### src/rtl/mmcm_lock_seq.sv
//-----------------------------------------------------------------------------
// mmcm_lock_seq
//
// Reset/lock sequencer for NCH clocking primitives (MMCM/PLL) that share one
// free-running reference clock. Each attempt holds the primitives in reset,
// waits for all enabled LOCKED inputs (with timeout and retry), requires a
// stability window of continuous lock, and then raises `ready`. Lock loss
// while ready is counted (saturating at 255).
//
// Build option:
//   MMCM_LOCK_SEQ_AUTORECOVER_EN
//     defined   : lock loss in READY starts a fresh attempt (HOLD) with the
//                 retry count cleared; the block re-locks on its own.
//     undefined : lock loss in READY parks the block in LOST until restart
//                 or aresetn, leaving downstream logic quiesced.
//
// Ports:
//   clk        in   reference clock; everything is synchronous to it
//   aresetn    in   asynchronous active-low reset
//   locked     in   [NCH]  raw LOCKED outputs (asynchronous to clk)
//   chan_en    in   [NCH]  channel enable mask (change only with restart)
//   restart    in   single-cycle pulse, restarts the whole sequence
//   mmcm_rst   out  [NCH]  per-primitive reset, active high
//   ready      out  all enabled channels locked and stable
//   fail       out  retries exhausted (sticky until restart/aresetn)
//   state      out  [3]    FSM state: 0 HOLD, 1 WAIT_LOCK, 2 STABLE,
//                          3 READY, 4 FAIL, 5 LOST
//   retry_cnt  out  failed lock attempts in the current sequence
//   loss_cnt   out  [8]    lock-loss events seen in READY, saturating
//-----------------------------------------------------------------------------
module mmcm_lock_seq #(
  parameter int NCH           = 2,
  parameter int HOLD_CYCLES   = 100,
  parameter int LOCK_TIMEOUT  = 4096,
  parameter int STABLE_CYCLES = 64,
  parameter int MAX_RETRY     = 3
) (
  input  logic                           clk,
  input  logic                           aresetn,
  input  logic [NCH-1:0]                 locked,
  input  logic [NCH-1:0]                 chan_en,
  input  logic                           restart,
  output logic [NCH-1:0]                 mmcm_rst,
  output logic                           ready,
  output logic                           fail,
  output logic [2:0]                     state,
  output logic [$clog2(MAX_RETRY+1)-1:0] retry_cnt,
  output logic [7:0]                     loss_cnt
);

  localparam int RW         = $clog2(MAX_RETRY + 1);
  localparam int CNT_MAX_HL = (HOLD_CYCLES > LOCK_TIMEOUT) ? HOLD_CYCLES : LOCK_TIMEOUT;
  localparam int CNT_MAX    = (CNT_MAX_HL > STABLE_CYCLES) ? CNT_MAX_HL : STABLE_CYCLES;
  // The counter only ever holds 0..CNT_MAX-1.
  localparam int CNT_W      = (CNT_MAX > 1) ? $clog2(CNT_MAX) : 1;

  localparam logic [CNT_W-1:0] HOLD_LAST    = CNT_W'(HOLD_CYCLES - 1);
  localparam logic [CNT_W-1:0] TIMEOUT_LAST = CNT_W'(LOCK_TIMEOUT - 1);
  localparam logic [CNT_W-1:0] STABLE_LAST  = CNT_W'(STABLE_CYCLES - 1);
  localparam logic [RW-1:0]    RETRY_LIMIT  = RW'(MAX_RETRY);

  typedef enum logic [2:0] {
    S_HOLD      = 3'd0,
    S_WAIT_LOCK = 3'd1,
    S_STABLE    = 3'd2,
    S_READY     = 3'd3,
    S_FAIL      = 3'd4,
    S_LOST      = 3'd5
  } state_e;

  logic [NCH-1:0]   lk_meta_q;
  logic [NCH-1:0]   lk_sync_q;
  logic             all_lk;

  state_e           state_q, state_d;
  logic [CNT_W-1:0] cnt_q, cnt_d;
  logic [RW-1:0]    retry_q, retry_d;
  logic [7:0]       loss_q, loss_d;
  logic             rst_int_d;

  logic [NCH-1:0]   mmcm_rst_q;
  logic             ready_q;
  logic             fail_q;

  function automatic logic [7:0] sat_inc8(input logic [7:0] v);
    return (v == 8'hFF) ? v : v + 8'd1;
  endfunction

  // LOCKED is asynchronous to clk: two-flop synchroniser per channel.
  always_ff @(posedge clk or negedge aresetn) begin
    if (!aresetn) begin
      lk_meta_q <= '0;
      lk_sync_q <= '0;
    end else begin
      lk_meta_q <= locked;
      lk_sync_q <= lk_meta_q;
    end
  end

  // Disabled channels count as locked, so an empty mask passes straight
  // through the lock and stability checks.
  assign all_lk = &(lk_sync_q | ~chan_en);

  always_comb begin
    state_d = state_q;
    cnt_d   = cnt_q;
    retry_d = retry_q;
    loss_d  = loss_q;

    if (restart) begin
      state_d = S_HOLD;
      cnt_d   = '0;
      retry_d = '0;
      loss_d  = '0;
    end else begin
      unique case (state_q)
        S_HOLD: begin
          if (cnt_q == HOLD_LAST) begin
            state_d = S_WAIT_LOCK;
            cnt_d   = '0;
          end else begin
            cnt_d = cnt_q + CNT_W'(1);
          end
        end

        S_WAIT_LOCK: begin
          // Lock is tested before the timeout so lock on the last cycle wins.
          if (all_lk) begin
            state_d = S_STABLE;
            cnt_d   = '0;
          end else if (cnt_q == TIMEOUT_LAST) begin
            retry_d = retry_q + RW'(1);
            cnt_d   = '0;
            state_d = (retry_d == RETRY_LIMIT) ? S_FAIL : S_HOLD;
          end else begin
            cnt_d = cnt_q + CNT_W'(1);
          end
        end

        S_STABLE: begin
          // A dropout here is not a failed attempt: retry_cnt is untouched.
          if (!all_lk) begin
            state_d = S_HOLD;
            cnt_d   = '0;
          end else if (cnt_q == STABLE_LAST) begin
            state_d = S_READY;
            cnt_d   = '0;
          end else begin
            cnt_d = cnt_q + CNT_W'(1);
          end
        end

        S_READY: begin
          if (!all_lk) begin
            loss_d = sat_inc8(loss_q);
            cnt_d  = '0;
`ifdef MMCM_LOCK_SEQ_AUTORECOVER_EN
            state_d = S_HOLD;
            retry_d = '0;
`else
            state_d = S_LOST;
`endif
          end
        end

        S_FAIL, S_LOST: begin
          // Parked until restart or aresetn.
        end

        default: begin
          state_d = S_HOLD;
          cnt_d   = '0;
        end
      endcase
    end
  end

  // Primitive reset is asserted while holding and after giving up.
  assign rst_int_d = (state_d == S_HOLD) || (state_d == S_FAIL);

  // Outputs are registered from the next state so they line up with state.
  always_ff @(posedge clk or negedge aresetn) begin
    if (!aresetn) begin
      state_q    <= S_HOLD;
      cnt_q      <= '0;
      retry_q    <= '0;
      loss_q     <= '0;
      mmcm_rst_q <= '1;
      ready_q    <= 1'b0;
      fail_q     <= 1'b0;
    end else begin
      state_q    <= state_d;
      cnt_q      <= cnt_d;
      retry_q    <= retry_d;
      loss_q     <= loss_d;
      mmcm_rst_q <= chan_en & {NCH{rst_int_d}};
      ready_q    <= (state_d == S_READY);
      fail_q     <= (state_d == S_FAIL);
    end
  end

  assign mmcm_rst  = mmcm_rst_q;
  assign ready     = ready_q;
  assign fail      = fail_q;
  assign state     = state_q;
  assign retry_cnt = retry_q;
  assign loss_cnt  = loss_q;

endmodule

### config.mk
export PLATFORM = sky130hd
export DESIGN_NAME = mmcm_lock_seq
export DESIGN_NICKNAME = d
export VERILOG_FILES = /design/src/rtl/mmcm_lock_seq.sv
export SDC_FILE = /design/constraint.sdc
export NUM_CORES = 1
export LEC_CHECK = 0
export BUFFER_PORTS_ARGS = -buffer_cell sky130_fd_sc_hd__buf_2
export CAP_MARGIN = 20
export CORE_ASPECT_RATIO = 0.75
export CORE_MARGIN = 2
export CORE_UTILIZATION = 59
export CTS_BUF_LIST = sky130_fd_sc_hd__clkbuf_8
export CTS_CLUSTER_DIAMETER = 120
export DETAILED_ROUTE_END_ITERATION = 10
export GPL_ROUTABILITY_DRIVEN = 0
export PLACE_DENSITY = 0.82
export SLEW_MARGIN = 20
export SYNTH_ARGS = -nofsm -noshare
export SYNTH_HDL_FRONTEND = slang
export SYNTH_SLANG_ARGS = --single-unit
### constraint.sdc
create_clock -name clk -period 2.3 [get_ports clk]
set_input_delay 0.23 -clock clk [delete_from_list [all_inputs] [get_ports clk]]
set_output_delay 0.23 -clock clk [all_outputs]
set_load 0.02 [all_outputs]
==> Word level (Yosys, flattened, before mapping) <==
Cells that the tools add are included.
{ "word_totals": {"ff_bits": 33, "word_cells": 67} }
{ "classes": {"add_sub_neg": 3, "eq_ne": 16, "mux": 25, "bitwise": 3, "n_reduce_logical": 11} }
{ "op_table": {"columns": ["cell", "n"], "rows": [
  ["2-to-1 mux 12 bit", 7],
  ["one-hot mux 12 bit (5 select lines)", 1],
  ["2-to-1 mux 8 bit", 4],
  ["2-to-1 mux 3 bit", 8],
  ["one-hot mux 3 bit (5 select lines)", 1],
  ["adder 12 x 1 -> 12 bit, second input constant", 1],
  ["equality test 12 bit, second input constant", 1],
  ["equality test 12 x 6 -> 1 bit, second input constant", 1],
  ["equality test 12 x 7 -> 1 bit, second input constant", 1],
  ["equality test 3 x 2 -> 1 bit, second input constant", 3],
  ["equality test 3 bit, second input constant", 3],
  ["adder 8 x 1 -> 8 bit, second input constant", 1],
  ["equality test 8 bit, second input constant", 1],
  ["2-to-1 mux 2 bit", 4],
  ["logical NOT 3 bit", 2],
  ["inequality test 2 bit, second input constant", 3],
  ["AND reduction 3 bit", 2],
  ["nonzero test 2 bit", 3],
  ["AND reduction 2 bit", 2],
  ["equality test 3 x 1 -> 1 bit, second input constant", 1],
  ["inequality test 3 bit, second input constant", 1],
  ["adder 2 x 1 -> 2 bit, second input constant", 1],
  ["AND 2 bit", 1],
  ["equality test 2 bit, second input constant", 1],
  ["other kinds (4)", 4]
]} }

==> Depth between registers and ports, before layout <==
Gate-level depths: netlist of run 1.
{ "depth": {"ltp_word": 10, "depth_mapped": 6} }

==> Worst setup path before layout of run 1 <==
OpenSTA, ideal clock, no wires.
{ "synth_path": {"path_type": "flip-flop to flip-flop", "from": "reg cnt_q[0]", "to": "reg cnt_q[3]", "setup_time_ps": 138, "arrival_ps": 1577, "t_required_ps": 2162, "slack_ps": 585, "path_stages_with_launch": 7, "cell_sequence": "dfrtp_1 > ha_1 > nor4b_1 > and3_2 > o22ai_1 > o311ai_1 > o211ai_1"} }
{ "synth_between": {"elab_chain_cells": 5} }
{ "synth_lines": {"columns": ["item", "line", "rtl"], "rows": [
  ["start, declared", "76", "logic [CNT_W-1:0] cnt_q, cnt_d;"],
  ["start signal, assigned", "193", "cnt_q <= cnt_d;"],
  ["adder 12 x 1 -> 12 bit, or another cell as far along", "122, 136, 149", null],
  ["2-to-1 mux 12 bit, on equally long branches", "145, 131", null],
  ["2-to-1 mux 12 bit, on equally long branches", "142, 128", null],
  ["one-hot mux 12 bit (5 select lines) (*)", "116", "unique case (state_q)"],
  ["2-to-1 mux 12 bit (*)", "110", "if (restart) begin"]
]} }
Mark *: on every way between the ends. The rest lies on a longest branch, timed or not.
A chain may end at the register's enable or synchronous reset.

==> Final worst setup path of run 1 <==
{ "layout_path": {"from": "reg cnt_q[0]", "to": "reg cnt_q[6]"} }
Same word-level chain as after synthesis.

==> results of run 1 <==
placed cells by master (no fill, tap or decap), types with 3 or more instances in the layout:
cell type                  count
sky130_fd_sc_hd__dfrtp_1      31
sky130_fd_sc_hd__buf_2        23
sky130_fd_sc_hd__nand2_1      18
sky130_fd_sc_hd__a21oi_1      17
sky130_fd_sc_hd__nor2_1       15
sky130_fd_sc_hd__xnor2_1       8
sky130_fd_sc_hd__nand3_1       7
sky130_fd_sc_hd__nand4_1       7
sky130_fd_sc_hd__inv_1         7
sky130_fd_sc_hd__xor2_1        7
sky130_fd_sc_hd__o21ai_0       6
sky130_fd_sc_hd__or3_1         5
sky130_fd_sc_hd__nor3_1        5
sky130_fd_sc_hd__clkbuf_8      5
sky130_fd_sc_hd__and3_1        4
sky130_fd_sc_hd__nand2b_1      3
sky130_fd_sc_hd__and2_1        3
sky130_fd_sc_hd__a22oi_1       3
sky130_fd_sc_hd__ha_1          3
layer usage:
layer | routed length (um) | part of all wire
met5 | 0 | 0
met2 | 1820 | 0.45
met1 | 1820 | 0.45
met3 | 314 | 0.078
met4 | 62 | 0.015
registers in the layout, summed over array words and instances (netlist names), 2 cells and up:
signal / cells
loss_cnt: 8
cnt_q: 12
retry_cnt: 2
lk_meta_q: 2
lk_sync_q: 2
mmcm_rst: 2
state: 3
per-stage QoR:
stage	worst slack, ns	utilization
after detailed placement	0.295	0.670
after floorplan	0.585	-
after global placement	0.398	0.670
after global routing	0.0451	0.698
final	0.229	0.698
after CTS	0.269	0.698
worst max-delay path, cell delays in order (launching register included):
cell                      delay (ns)
sky130_fd_sc_hd__dfrtp_1        0.43
sky130_fd_sc_hd__ha_1           0.30
sky130_fd_sc_hd__nor4b_1        0.17
sky130_fd_sc_hd__and3_2         0.23
sky130_fd_sc_hd__o22ai_1        0.47
sky130_fd_sc_hd__nor2_1         0.22
sky130_fd_sc_hd__a21oi_1        0.18
final cells by class:
| cell class | instances | area (um^2) | share of cell area |
|---|---|---|---|
| sequential | 33 | 828 | 0.399 |
| tap | 38 | 47.5 | 0.0229 |
| clock buffer | 5 | 68.8 | 0.0331 |
| timing repair buffer | 23 | 115 | 0.0554 |
| clock inverter | 3 | 13.8 | 0.00662 |
| inverter | 6 | 22.5 | 0.0108 |
| multi-input combinational | 146 | 982 | 0.473 |
final timing paths:
| path | startpoint | endpoint | slack, ns | depth (start not counted) |
|---|---|---|---|---|
| min in group clk | locked[0] | lk_meta_q[0]$_DFF_PN0_ | 0.04 | 1 |
| worst min-delay path | aresetn | fail$_DFF_PN0_ | -0.01 | 1 |
| worst max register to register | cnt_q[0]$_DFFE_PN0P_ | cnt_q[6]$_DFFE_PN0P_ | 0.23 | 6 |
| max in group asynchronous | aresetn | loss_cnt[7]$_DFFE_PN0P_ | 1.85 | 1 |
| worst max-delay path | cnt_q[0]$_DFFE_PN0P_ | cnt_q[6]$_DFFE_PN0P_ | 0.23 | 6 |
| worst min register to register | lk_meta_q[0]$_DFF_PN0_ | lk_sync_q[0]$_DFF_PN0_ | 0.35 | 0 |
power groups by stage:
stage | registers [mW] | clock network, mW | logic [mW]
after global routing | 0.601 | 0.455 | 0.0667
final | 0.600 | 0.419 | 0.0592
after CTS | 0.600 | 0.426 | 0.0593
after global placement | 0.609 | 0 | 0.0552
after detailed placement | 0.611 | 0 | 0.0589
after floorplan | 0.611 | 0 | 0.0300
cells by family (layout without fill, tap and decap cells):
group | count (synthesis) | count (layout) | synth area share
AND/OR/NAND/NOR | 89 | 89 | 0.300
flip-flops | 33 | 33 | 0.443
buffers and inverters | 11 | 37 | 0.0321
multiplexers | 1 | 1 | 0.00535
XOR/XNOR | 15 | 15 | 0.0702
AO/OA/AOI/OAI | 38 | 38 | 0.129
adder cells (fa/ha/maj) | 3 | 3 | 0.0201
==> report_table.html, run 1 <==
<table>
<tr><th>Metric</th><th>Value</th></tr>
<tr><th colspan="2">Yosys</th></tr>
<tr><td>Cell types with the largest area share after synthesis</td><td>sky130_fd_sc_hd__dfrtp_1 (41%), sky130_fd_sc_hd__a21oi_1 (4.5%), sky130_fd_sc_hd__xnor2_1 (3.7%)</td></tr>
<tr><td>Most frequent cell after synthesis</td><td>sky130_fd_sc_hd__dfrtp_1</td></tr>
<tr><td>Average cell area after synthesis</td><td>9.84 um^2</td></tr>
<tr><td>Yosys warning total</td><td>0</td></tr>
<tr><td>Netlist cell types</td><td>51</td></tr>
<tr><td>Mapped Area</td><td>1870 um^2</td></tr>
<tr><td>Number of enable flip-flop cells after synthesis</td><td>0</td></tr>
<tr><td>Top cell type's share of synthesized area</td><td>0.415</td></tr>
<tr><td>Library cell with the largest summed area after synthesis</td><td>sky130_fd_sc_hd__dfrtp_1</td></tr>
<tr><td>Top flip-flop cell by instance count after synthesis</td><td>sky130_fd_sc_hd__dfrtp_1</td></tr>
<tr><td>Syn Nets</td><td>200</td></tr>
<tr><td>Fraction of the yosys area taken by sequential cells</td><td>0.443</td></tr>
<tr><td>List of most frequent post-synthesis cells</td><td>sky130_fd_sc_hd__dfrtp_1 (31), sky130_fd_sc_hd__nand2_1 (18), sky130_fd_sc_hd__a21oi_1 (17)</td></tr>
<tr><td>FFs w/ async S/R, synth</td><td>1.00</td></tr>
<tr><td>Number of synthesized register bits</td><td>33</td></tr>
<tr><td>Synthesized instance count</td><td>190</td></tr>
<tr><th colspan="2">Floorplan</th></tr>
<tr><td>Site Rows</td><td>17</td></tr>
<tr><td>Chip Height</td><td>52.8 um</td></tr>
<tr><td>Die width</td><td>69.0 um</td></tr>
<tr><td>Die footprint</td><td>3640 um^2</td></tr>
<tr><td>Core Area</td><td>2980 um^2</td></tr>
<tr><td>Count of boundary I/O pins</td><td>24</td></tr>
<tr><td>Starting density of the core</td><td>0.628</td></tr>
<tr><th colspan="2">Critical path</th></tr>
<tr><td>Data arrival, critical path</td><td>2.29 ns</td></tr>
<tr><td>Worst Setup Path Type</td><td>flip-flop to flip-flop</td></tr>
<tr><td>Element type at the critical path start</td><td>flip-flop</td></tr>
<tr><td>Top fanout value on the critical path</td><td>7</td></tr>
<tr><td>Critical path endpoint category</td><td>flip-flop</td></tr>
<tr><td>Required time at the endpoint of the critical path</td><td>2.51 ns</td></tr>
<tr><th colspan="2">CTS</th></tr>
<tr><td>Largest buffer count on any clock path</td><td>2</td></tr>
<tr><td>Clk Latency, worst-skew pair</td><td>0.29 ns</td></tr>
<tr><td>H-tree lvl count</td><td>2</td></tr>
<tr><td>Clock input transition at the sequential cells of the worst setup and hold paths</td><td>0.07 ns</td></tr>
<tr><td>Hold-fix buffer count after cts</td><td>0</td></tr>
<tr><td>TritonCTS clock tree</td><td>done</td></tr>
<tr><td>Clock tree root buffer cell</td><td>sky130_fd_sc_hd__clkbuf_8</td></tr>
<tr><td>CTS Buf Count</td><td>5</td></tr>
<tr><td>Number of cells upsized or downsized after cts</td><td>0</td></tr>
<tr><td>CTS sink count</td><td>33</td></tr>
<tr><td># Post-CTS Setup Buffers</td><td>0</td></tr>
<tr><th colspan="2">Global routing</th></tr>
<tr><td>Number of antenna violations at the first check in global routing</td><td>0</td></tr>
<tr><td>Global-route wire length before repair</td><td>6810 um</td></tr>
<tr><td>Busiest grt layer</td><td>met2</td></tr>
<tr><td>Vias in the first global route</td><td>1,473</td></tr>
<tr><td>Grt ovf</td><td>0</td></tr>
<tr><td>Met3 track demand over resource in global routing</td><td>0.0731</td></tr>
<tr><td>Met1 usage in global routing</td><td>0.334</td></tr>
<tr><td>Largest net degree at the start of global routing</td><td>34</td></tr>
<tr><td>Met2 GRT Util</td><td>0.370</td></tr>
<tr><td>GRT Overall Usage</td><td>0.250</td></tr>
<tr><th colspan="2">STA</th></tr>
<tr><td>Portion of the clock cycle consumed by the worst path in the final layout</td><td>0.900</td></tr>
<tr><td>Post-layout min period</td><td>2.07 ns</td></tr>
<tr><td>Maximum achievable frequency</td><td>0.483 GHz</td></tr>
<tr><td>Count of final max-slew check failures</td><td>0</td></tr>
<tr><td>Setup repair after global routing missed its margin</td><td>false</td></tr>
<tr><td>Worst-case clock skew</td><td>0.00490 ns</td></tr>
<tr><td>Final count of negative-setup-slack endpoints</td><td>0</td></tr>
<tr><td>Worst Max-Slew Pin Slew</td><td>0.721 ns</td></tr>
<tr><td>Fin. Hold Viols</td><td>22</td></tr>
<tr><td>Total negative slack</td><td>0 ns</td></tr>
<tr><td>Rel. slew slack</td><td>0.520</td></tr>
<tr><td>Final worst hold slack</td><td>-0.0123 ns</td></tr>
<tr><th colspan="2">Cells and area</th></tr>
<tr><td>Ant diodes</td><td>0</td></tr>
<tr><td>Layout filler cell count</td><td>225</td></tr>
<tr><td>Nets</td><td>225</td></tr>
<tr><td>Area added between synthesis and finish</td><td>11.1%</td></tr>
<tr><td>Fraction of final layout cells sized beyond drive strength 1</td><td>0.208</td></tr>
<tr><td>Number of standard cells in the final layout excluding fillers</td><td>254</td></tr>
<tr><td>Cell area after layout</td><td>2080 um^2</td></tr>
<tr><th colspan="2">Power</th></tr>
<tr><td>Portion of total power attributed to sequential cells</td><td>0.557</td></tr>
<tr><td>Maximum ir drop on the vdd rail</td><td>0.337 mV</td></tr>
<tr><td>Overall power consumption</td><td>1.08 mW</td></tr>
<tr><td>Static leakage</td><td>0.980 nW</td></tr>
<tr><td>Combinational power share</td><td>0.055</td></tr>
<tr><td>Switching component of the power</td><td>0.263 mW</td></tr>
<tr><td>Power Density</td><td>519 nW/um^2</td></tr>
<tr><td>Switching share of power</td><td>0.244</td></tr>
<tr><td>Power share of the clock group</td><td>0.388</td></tr>
<tr><td>Internal cell power</td><td>0.814 mW</td></tr>
<tr><th colspan="2">Place</th></tr>
<tr><td>Placed Cells incl. Taps</td><td>246</td></tr>
<tr><td>Port-buffer cells</td><td>23</td></tr>
<tr><td>Instance area at placement</td><td>2000 um^2</td></tr>
<tr><td>Detailed placement HPWL</td><td>2850 um</td></tr>
<tr><th colspan="2">Route</th></tr>
<tr><td>Total Routed Length</td><td>4020 um</td></tr>
<tr><td>DRC Markers</td><td>0</td></tr>
<tr><td>Drt initial violations</td><td>146</td></tr>
<tr><td>Average routed wire per standard cell</td><td>15.8 um</td></tr>
<tr><td>Number of detailed-route iterations in the first pass</td><td>5</td></tr>
<tr><td>Routed vias/inst</td><td>6.17</td></tr>
<tr><td>Vias after detailed routing</td><td>1,568</td></tr>
<tr><td>Post-route antenna net violation count</td><td>0</td></tr>
<tr><th colspan="2">Run</th></tr>
<tr><td>Maximum capacitance violations</td><td>0</td></tr>
<tr><th colspan="2">Min path</th></tr>
<tr><td>Worst hold path type</td><td>input port to asynchronous set/reset pin</td></tr>
<tr><th colspan="2">Outcome</th></tr>
<tr><td>Run status</td><td>finished with violations</td></tr>
<tr><td>Violated checks</td><td>hold timing</td></tr>
</table>
No activity file was read; power rests on OpenSTA's default activity.
==> run 2, diff against run 1 <==
--- a/config.mk
+++ b/config.mk
@@ -5,6 +5,7 @@
 export SDC_FILE = /design/constraint.sdc
 export NUM_CORES = 1
 export LEC_CHECK = 0
+export ABC_AREA = 1
 export BUFFER_PORTS_ARGS = -buffer_cell sky130_fd_sc_hd__buf_2
 export CAP_MARGIN = 20
 export CORE_ASPECT_RATIO = 0.75
==> report_table.html, run 2 <==
<table>
<tr><th>Metric</th><th>Value</th></tr>
<tr><th colspan="2">Yosys</th></tr>
<tr><td>Netlist cell types</td><td>28</td></tr>
<tr><td>Syn Nets</td><td>264</td></tr>
<tr><td>Library cell with the largest summed area after synthesis</td><td>sky130_fd_sc_hd__dfrtp_1</td></tr>
<tr><td>FFs w/ async S/R, synth</td><td>1.00</td></tr>
<tr><td>Fraction of the yosys area taken by sequential cells</td><td>0.445</td></tr>
<tr><td>Top cell type's share of synthesized area</td><td>0.416</td></tr>
<tr><td>Number of synthesized register bits</td><td>33</td></tr>
<tr><td>List of most frequent post-synthesis cells</td><td>sky130_fd_sc_hd__nand2_1 (59), sky130_fd_sc_hd__inv_1 (43), sky130_fd_sc_hd__nor2_1 (36)</td></tr>
<tr><td>Number of enable flip-flop cells after synthesis</td><td>0</td></tr>
<tr><td>Mapped Area</td><td>1860 um^2</td></tr>
<tr><td>Cell types with the largest area share after synthesis</td><td>sky130_fd_sc_hd__dfrtp_1 (42%), sky130_fd_sc_hd__nand2_1 (12%), sky130_fd_sc_hd__inv_1 (8.7%)</td></tr>
<tr><td>Yosys warning total</td><td>0</td></tr>
<tr><td>Synthesized instance count</td><td>254</td></tr>
<tr><td>Top flip-flop cell by instance count after synthesis</td><td>sky130_fd_sc_hd__dfrtp_1</td></tr>
<tr><td>Most frequent cell after synthesis</td><td>sky130_fd_sc_hd__nand2_1</td></tr>
<tr><td>Average cell area after synthesis</td><td>7.33 um^2</td></tr>
<tr><th colspan="2">Place</th></tr>
<tr><td>Detailed placement HPWL</td><td>3000 um</td></tr>
<tr><td>Instance area at placement</td><td>2010 um^2</td></tr>
<tr><td>Placed Cells incl. Taps</td><td>313</td></tr>
<tr><td>Port-buffer cells</td><td>23</td></tr>
<tr><th colspan="2">Power</th></tr>
<tr><td>Maximum ir drop on the vdd rail</td><td>0.422 mV</td></tr>
<tr><td>Power Density</td><td>566 nW/um^2</td></tr>
<tr><td>Static leakage</td><td>1.17 nW</td></tr>
<tr><th colspan="2">Cells and area</th></tr>
<tr><td>Cell area after layout</td><td>2130 um^2</td></tr>
<tr><td>Area added between synthesis and finish</td><td>14.2%</td></tr>
<tr><td>Number of standard cells in the final layout excluding fillers</td><td>321</td></tr>
<tr><td>Nets</td><td>292</td></tr>
<tr><td>Max reg flops</td><td>12</td></tr>
<tr><td>Commonest cells after routing, fill and taps aside</td><td>sky130_fd_sc_hd__nand2_1 (59), sky130_fd_sc_hd__inv_1 (44), sky130_fd_sc_hd__nor2_1 (36), sky130_fd_sc_hd__dfrtp_1 (31)</td></tr>
<tr><td>Final cell utilization of the core</td><td>0.714</td></tr>
<tr><td>Most flop-heavy register</td><td>cnt_q</td></tr>
<tr><td>Ant diodes</td><td>0</td></tr>
<tr><td>Commonest non-fill, non-tap cell in the layout</td><td>sky130_fd_sc_hd__nand2_1</td></tr>
<tr><td>Fraction of final layout cells sized beyond drive strength 1</td><td>0.173</td></tr>
<tr><th colspan="2">Floorplan</th></tr>
<tr><td>Site Rows</td><td>17</td></tr>
<tr><td>Starting density of the core</td><td>0.626</td></tr>
<tr><td>Die width</td><td>68.9 um</td></tr>
<tr><td>Count of boundary I/O pins</td><td>24</td></tr>
<tr><td>Chip Height</td><td>52.7 um</td></tr>
<tr><td>Die footprint</td><td>3630 um^2</td></tr>
<tr><td>Core Area</td><td>2980 um^2</td></tr>
<tr><th colspan="2">CTS</th></tr>
<tr><td>Clk Latency, worst-skew pair</td><td>0.29 ns</td></tr>
<tr><td>Clock tree root buffer cell</td><td>sky130_fd_sc_hd__clkbuf_8</td></tr>
<tr><td>Largest buffer count on any clock path</td><td>2</td></tr>
<tr><td>Hold-fix buffer count after cts</td><td>0</td></tr>
<tr><td>H-tree lvl count</td><td>2</td></tr>
<tr><td>CTS sink count</td><td>33</td></tr>
<tr><td>Clock input transition at the sequential cells of the worst setup and hold paths</td><td>0.06 ns</td></tr>
<tr><td>Number of cells upsized or downsized after cts</td><td>0</td></tr>
<tr><td># Post-CTS Setup Buffers</td><td>0</td></tr>
<tr><td>TritonCTS clock tree</td><td>done</td></tr>
<tr><td>CTS Buf Count</td><td>5</td></tr>
<tr><th colspan="2">Route</th></tr>
<tr><td>Vias after detailed routing</td><td>1,744</td></tr>
<tr><td>DRC Markers</td><td>0</td></tr>
<tr><td>Routed vias/inst</td><td>5.43</td></tr>
<tr><td>Average routed wire per standard cell</td><td>12.6 um</td></tr>
<tr><td>Drt initial violations</td><td>204</td></tr>
<tr><td>Number of detailed-route iterations in the first pass</td><td>4</td></tr>
<tr><td>Post-route antenna net violation count</td><td>0</td></tr>
<tr><td>Total Routed Length</td><td>4050 um</td></tr>
<tr><th colspan="2">STA</th></tr>
<tr><td>Worst Max-Slew Pin Slew</td><td>0.716 ns</td></tr>
<tr><td>Portion of the clock cycle consumed by the worst path in the final layout</td><td>0.750</td></tr>
<tr><td>Maximum achievable frequency</td><td>0.580 GHz</td></tr>
<tr><td>Setup repair after global routing missed its margin</td><td>false</td></tr>
<tr><td>Final worst hold slack</td><td>-0.00931 ns</td></tr>
<tr><td>Total negative slack</td><td>0 ns</td></tr>
<tr><td>Post-layout min period</td><td>1.73 ns</td></tr>
<tr><td>Count of final max-slew check failures</td><td>0</td></tr>
<tr><td>Fin. Hold Viols</td><td>16</td></tr>
<tr><td>Final count of negative-setup-slack endpoints</td><td>0</td></tr>
<tr><td>Rel. slew slack</td><td>0.523</td></tr>
<tr><td>Worst-case clock skew</td><td>0.00469 ns</td></tr>
<tr><th colspan="2">Critical path</th></tr>
<tr><td>Internal reg-to-reg setup slack</td><td>0.57 ns</td></tr>
<tr><td>Top fanout value on the critical path</td><td>5</td></tr>
<tr><td>Data arrival, critical path</td><td>1.90 ns</td></tr>
<tr><td>Max stage delay cell, worst path</td><td>sky130_fd_sc_hd__dfrtp_1</td></tr>
<tr><td>Required time at the endpoint of the critical path</td><td>2.48 ns</td></tr>
<tr><td>Critical path endpoint category</td><td>flip-flop</td></tr>
<tr><td>Sequence of cells on the critical path</td><td>ha_1, nand2_2, nor2_2, nand2_1, nand2_1, nand3_2, nand2_2, inv_2, nor2_4, nor2_1</td></tr>
<tr><td>Element type at the critical path start</td><td>flip-flop</td></tr>
<tr><td>Max incr delay on CP</td><td>0.39 ns</td></tr>
<tr><td>Worst Setup Path Type</td><td>flip-flop to flip-flop</td></tr>
<tr><th colspan="2">Global routing</th></tr>
<tr><td>Global-route wire length before repair</td><td>6900 um</td></tr>
<tr><td>Vias in the first global route</td><td>1,582</td></tr>
<tr><td>GRT Overall Usage</td><td>0.263</td></tr>
<tr><td>Largest net degree at the start of global routing</td><td>34</td></tr>
<tr><td>Number of antenna violations at the first check in global routing</td><td>0</td></tr>
<tr><td>Grt ovf</td><td>0</td></tr>
<tr><th colspan="2">Min path</th></tr>
<tr><td>Worst hold path type</td><td>input port to asynchronous set/reset pin</td></tr>
<tr><th colspan="2">Outcome</th></tr>
<tr><td>Violated checks</td><td>hold timing</td></tr>
<tr><td>Run status</td><td>finished with violations</td></tr>
<tr><th colspan="2">Run</th></tr>
<tr><td>Maximum capacitance violations</td><td>0</td></tr>
</table>
run 2: cell types whose count changed after synthesis, sizes merged, moves of 5 or more:
cell,previous run,this run
a21oi,18,5
and3,5,0
inv,6,46
nand2,18,67
nand3,8,24
nor2,15,40
or3,5,0
xnor2,8,0
run 2: area by class of cell:
class	count	area, um^2
fillers	251	851
multi-input cells	173	847
flip-flops and latches	33	828
inverters	46	173
repair buffers	23	115
clock buffers	6	82.6
well taps	38	47.5
clock inverters	2	33.8
run 2: per-stage QoR:
step	setup slack [ns]	total power [mW]
after global routing	0.439	1.24
after floorplan	0.839	0.634
final	0.575	1.20
after CTS	0.588	1.21
after detailed placement	0.603	0.660
after global placement	0.636	0.659
run 2: worst max-delay path, delay by kind of cell, from the launching register on:
kind	cells	cell delay, ns
buffers and inverters	1	0.05
AND/OR/NAND/NOR	8	0.93
flip-flops	1	0.39
adder cells (fa/ha/maj)	1	0.24
run 2: power breakdown:
| part | switching (mW) | leakage, nW | internal (mW) |
|---|---|---|---|
| registers | 0.00582 | 0.442 | 0.591 |
| logic | 0.0377 | 0.665 | 0.0143 |
| clock network | 0.207 | 0.0626 | 0.348 |
| total | 0.250 | 1.17 | 0.954 |
run 2: kinds of logic after synthesis:
kind of cell | share of synthesized area
buffers and inverters | 0.101
XOR/XNOR | 0.0188
flip-flops | 0.445
AO/OA/AOI/OAI | 0.0625
AND/OR/NAND/NOR | 0.353
adder cells (fa/ha/maj) | 0.0201
run 2: metal layers:
| layer | share of wire | GRT usage |
|---|---|---|
| met1 | 0.47 | 0.379 |
| met2 | 0.43 | 0.383 |
| met3 | 0.084 | 0.0645 |
| met4 | 0.014 | 0.0915 |
| met5 | 0 | 0 |
run 2: final timing paths:
| path | startpoint | end | depth (start not counted) |
|---|---|---|---|
| min in group clk | locked[1] | lk_meta_q[1]$_DFF_PN0_ | 1 |
| min | aresetn | cnt_q[3]$_DFFE_PN0P_ | 1 |
| max in group asynchronous | aresetn | cnt_q[10]$_DFFE_PN0P_ | 1 |
| max reg2reg | cnt_q[0]$_DFFE_PN0P_ | cnt_q[11]$_DFFE_PN0P_ | 10 |
| max | cnt_q[0]$_DFFE_PN0P_ | cnt_q[11]$_DFFE_PN0P_ | 10 |
| min reg2reg | lk_meta_q[1]$_DFF_PN0_ | lk_sync_q[1]$_DFF_PN0_ | 0 |
==> run 3, diff against run 2 <==
==> constraint.sdc (replaced) <==
create_clock -name clk -period 1.6 [get_ports clk]
set_input_delay 0.16 -clock clk [delete_from_list [all_inputs] [get_ports clk]]
set_output_delay 0.16 -clock clk [all_outputs]
set_load 0.02 [all_outputs]
==> report_table.html, run 3 (synthesized netlist as in run 2, its figures left out) <==
<table>
<tr><th>Metric</th><th>Value</th></tr>
<tr><th colspan="2">Outcome</th></tr>
<tr><td>Run status</td><td>finished with violations</td></tr>
<tr><td>Violated checks</td><td>setup timing</td></tr>
<tr><th colspan="2">Floorplan</th></tr>
<tr><td>Site Rows</td><td>17</td></tr>
<tr><td>Chip Height</td><td>52.7 um</td></tr>
<tr><td>Die footprint</td><td>3630 um^2</td></tr>
<tr><td>Core Area</td><td>2980 um^2</td></tr>
<tr><td>Count of boundary I/O pins</td><td>24</td></tr>
<tr><td>Starting density of the core</td><td>0.626</td></tr>
<tr><td>Die width</td><td>68.9 um</td></tr>
<tr><th colspan="2">Route</th></tr>
<tr><td>Number of detailed-route iterations in the first pass</td><td>5</td></tr>
<tr><td>Drt initial violations</td><td>229</td></tr>
<tr><td>Vias after detailed routing</td><td>1,882</td></tr>
<tr><td>Met1 WL</td><td>2130 um</td></tr>
<tr><td>Total Routed Length</td><td>4810 um</td></tr>
<tr><td>Average routed wire per standard cell</td><td>13.9 um</td></tr>
<tr><td>DRC Markers</td><td>0</td></tr>
<tr><td>Routed wl met3</td><td>432 um</td></tr>
<tr><td>Highest layer used for signal routing</td><td>met4</td></tr>
<tr><td>Routed vias/inst</td><td>5.44</td></tr>
<tr><td>Met2 wire length</td><td>2150 um</td></tr>
<tr><td>Post-route antenna net violation count</td><td>0</td></tr>
<tr><th colspan="2">Power</th></tr>
<tr><td>Switching share of power</td><td>0.230</td></tr>
<tr><td>Internal cell power</td><td>1.35 mW</td></tr>
<tr><td>Combinational power share</td><td>0.059</td></tr>
<tr><td>Power share of the clock group</td><td>0.453</td></tr>
<tr><td>Power Density</td><td>733 nW/um^2</td></tr>
<tr><td>Static leakage</td><td>1.28 nW</td></tr>
<tr><td>Maximum ir drop on the vdd rail</td><td>0.734 mV</td></tr>
<tr><td>Overall power consumption</td><td>1.76 mW</td></tr>
<tr><td>Switching component of the power</td><td>0.404 mW</td></tr>
<tr><td>Portion of total power attributed to sequential cells</td><td>0.488</td></tr>
<tr><th colspan="2">Cells and area</th></tr>
<tr><td>Ant diodes</td><td>0</td></tr>
<tr><td>Final cell utilization of the core</td><td>0.806</td></tr>
<tr><td>Number of standard cells in the final layout excluding fillers</td><td>346</td></tr>
<tr><td>Area used by sequential logic in the layout</td><td>831 um^2</td></tr>
<tr><td>Fraction of final layout cells sized beyond drive strength 1</td><td>0.282</td></tr>
<tr><td>Most flop-heavy register</td><td>cnt_q</td></tr>
<tr><td>Commonest non-fill, non-tap cell in the layout</td><td>sky130_fd_sc_hd__nand2_1</td></tr>
<tr><td>Area added between synthesis and finish</td><td>28.8%</td></tr>
<tr><td>Nets</td><td>317</td></tr>
<tr><td>Commonest cells after routing, fill and taps aside</td><td>sky130_fd_sc_hd__nand2_1 (56), sky130_fd_sc_hd__inv_1 (43), sky130_fd_sc_hd__nor2_1 (30), sky130_fd_sc_hd__dfrtp_1 (29), sky130_fd_sc_hd__buf_2 (23)</td></tr>
<tr><td>Combined area of the multi-input logic cells</td><td>918 um^2</td></tr>
<tr><td>Max reg flops</td><td>12</td></tr>
<tr><td>Layout filler cell count</td><td>195</td></tr>
<tr><th colspan="2">Place</th></tr>
<tr><td>Detailed placement HPWL</td><td>3060 um</td></tr>
<tr><td>Placed Cells incl. Taps</td><td>323</td></tr>
<tr><td>Port-buffer cells</td><td>23</td></tr>
<tr><th colspan="2">Global routing</th></tr>
<tr><td>GRT Overall Usage</td><td>0.276</td></tr>
<tr><td>Number of antenna violations at the first check in global routing</td><td>0</td></tr>
<tr><td>Vias in the first global route</td><td>1,576</td></tr>
<tr><td>Grt ovf</td><td>0</td></tr>
<tr><td>Global-route wire length before repair</td><td>7130 um</td></tr>
<tr><td>Largest net degree at the start of global routing</td><td>34</td></tr>
<tr><th colspan="2">Critical path</th></tr>
<tr><td>Capture point of the worst path</td><td>mmcm_rst[1]$_DFF_PN1_</td></tr>
<tr><td>Worst Setup Path Type</td><td>flip-flop to flip-flop</td></tr>
<tr><td>Element type at the critical path start</td><td>flip-flop</td></tr>
<tr><td>Worst R2R End</td><td>mmcm_rst[1]$_DFF_PN1_</td></tr>
<tr><td>Top fanout value on the critical path</td><td>5</td></tr>
<tr><td>Critical Path Most Common Cell</td><td>sky130_fd_sc_hd__nand2_2</td></tr>
<tr><td>Required time at the endpoint of the critical path</td><td>1.82 ns</td></tr>
<tr><td>Worst flop-to-flop path startpoint</td><td>cnt_q[8]$_DFFE_PN0P_</td></tr>
<tr><td>Sequence of cells on the critical path</td><td>nand3_1, nor2_1, nand2_2, nand2_2, nand2_1, nand2_1, nand2_1, nand2_2, nand2_2, nor2_1</td></tr>
<tr><td>Max incr delay on CP</td><td>0.43 ns</td></tr>
<tr><td>Max stage delay cell, worst path</td><td>sky130_fd_sc_hd__dfrtp_1</td></tr>
<tr><td>Data arrival, critical path</td><td>1.84 ns</td></tr>
<tr><td>Critical path endpoint category</td><td>flip-flop</td></tr>
<tr><td>Internal reg-to-reg setup slack</td><td>-0.02 ns</td></tr>
<tr><td>Worst r2r path cells</td><td>10</td></tr>
<tr><td>Origin of the worst setup path</td><td>cnt_q[8]$_DFFE_PN0P_</td></tr>
<tr><th colspan="2">CTS</th></tr>
<tr><td>CTS sink count</td><td>33</td></tr>
<tr><td>TritonCTS clock tree</td><td>done</td></tr>
<tr><td>Clk Latency, worst-skew pair</td><td>0.29 ns</td></tr>
<tr><td>Largest buffer count on any clock path</td><td>2</td></tr>
<tr><td>H-tree lvl count</td><td>2</td></tr>
<tr><td>Clock tree root buffer cell</td><td>sky130_fd_sc_hd__clkbuf_8</td></tr>
<tr><td>Clock input transition at the sequential cells of the worst setup and hold paths</td><td>0.07 ns</td></tr>
<tr><td>CTS Buf Count</td><td>5</td></tr>
<tr><th colspan="2">STA</th></tr>
<tr><td>Worst-case clock skew</td><td>0.00373 ns</td></tr>
<tr><td>Final count of negative-setup-slack endpoints</td><td>1</td></tr>
<tr><td>Post-layout min period</td><td>1.62 ns</td></tr>
<tr><td>Rel. slew slack</td><td>0.528</td></tr>
<tr><td>Fin. Hold Viols</td><td>0</td></tr>
<tr><td>Worst Max-Slew Pin Slew</td><td>0.708 ns</td></tr>
<tr><td>Setup repair after global routing missed its margin</td><td>true</td></tr>
<tr><td>Count of final max-slew check failures</td><td>0</td></tr>
<tr><td>Slack of the critical path</td><td>-0.0171 ns</td></tr>
<tr><td>Maximum achievable frequency</td><td>0.618 GHz</td></tr>
<tr><td>Portion of the clock cycle consumed by the worst path in the final layout</td><td>1.01</td></tr>
<tr><th colspan="2">Min path</th></tr>
<tr><td>Hold depth</td><td>3</td></tr>
<tr><td>Worst hold path type</td><td>input port to flip-flop</td></tr>
<tr><th colspan="2">Run</th></tr>
<tr><td>Maximum capacitance violations</td><td>0</td></tr>
</table>
run 3: cell types whose count changed in the layout (fill, tap and decap cells not counted), sizes merged:
cell         previous run  this run
dlygate4sd3             0         3
clkinvlp                0         1
clkbuf                  6         5
nand2                  67        68
clkinv                  0         1
buf                    23        44
inv                    47        46
run 3: worst min-delay path by stage:
| stage | from | endpoint | slack (ns) |
|---|---|---|---|
| 4_1_cts | chan_en[0] | mmcm_rst[0]$_DFF_PN1_ | 0.05 |
| 3_5_place_dp | aresetn | cnt_q[1]$_DFFE_PN0P_ | 0.25 |
| 5_1_grt | chan_en[0] | mmcm_rst[0]$_DFF_PN1_ | 0.07 |
| 2_1_floorplan | aresetn | cnt_q[0]$_DFFE_PN0P_ | -0.14 |
| 6_report | chan_en[0] | mmcm_rst[0]$_DFF_PN1_ | 0.06 |
| 3_3_place_gp | aresetn | cnt_q[1]$_DFFE_PN0P_ | 0.25 |
run 3: through the flow:
stage          hold WS [ns]  cell area [um^2]  setup WS, ns  setup TNS, ns
3_3_place_gp          0.247              2100        0.0636              0
3_5_place_dp          0.249              2100       -0.0260         -0.102
5_1_grt              0.0721              2400       -0.0763         -0.384
2_1_floorplan        -0.136              1860         0.139              0
4_1_cts              0.0458              2270       0.00652              0
6_report             0.0649              2400       -0.0171        -0.0171
run 3: power by group through the flow:
stage	clock, mW	combinational, mW	sequential (mW)
after global placement	0	0.0797	0.872
after detailed placement	0	0.0803	0.873
after CTS	0.801	0.0960	0.858
after global routing	0.851	0.116	0.859
final	0.797	0.103	0.859
after floorplan	0	0.0357	0.875
run 3: layout make-up:
class	count	share of cell area
inverter	46	0.0720
clock inverter	3	0.0193
timing repair buffer	47	0.131
tap	38	0.0198
sequential	33	0.346
multi-input combinational	174	0.383
clock buffer	5	0.0287
run 3: routing by layer:
| metal | global-route usage | vias up |
|---|---|---|
| li1 | - | 908 |
| met3 | 0.0839 | 14 |
| met1 | 0.398 | 872 |
| met4 | 0.0882 | 0 |
| met2 | 0.394 | 88 |
| met5 | 0 | - |
run 3: critical path, delay by kind of cell (launching register included):
family	cells	cell delay, ns
DFF	1	0.43
and+or+nand+nor	10	1.11
run 3: timing repair:
action                                  in CTS  in global routing
endpoints found under the hold margin       33                  0
endpoints found under the setup margin       8                 20
setup buffers                                2                  9
pin swaps                                    0                  5
hold buffers                                 3                  0
gates cloned                                 0                  1
resized for setup                            2                 18
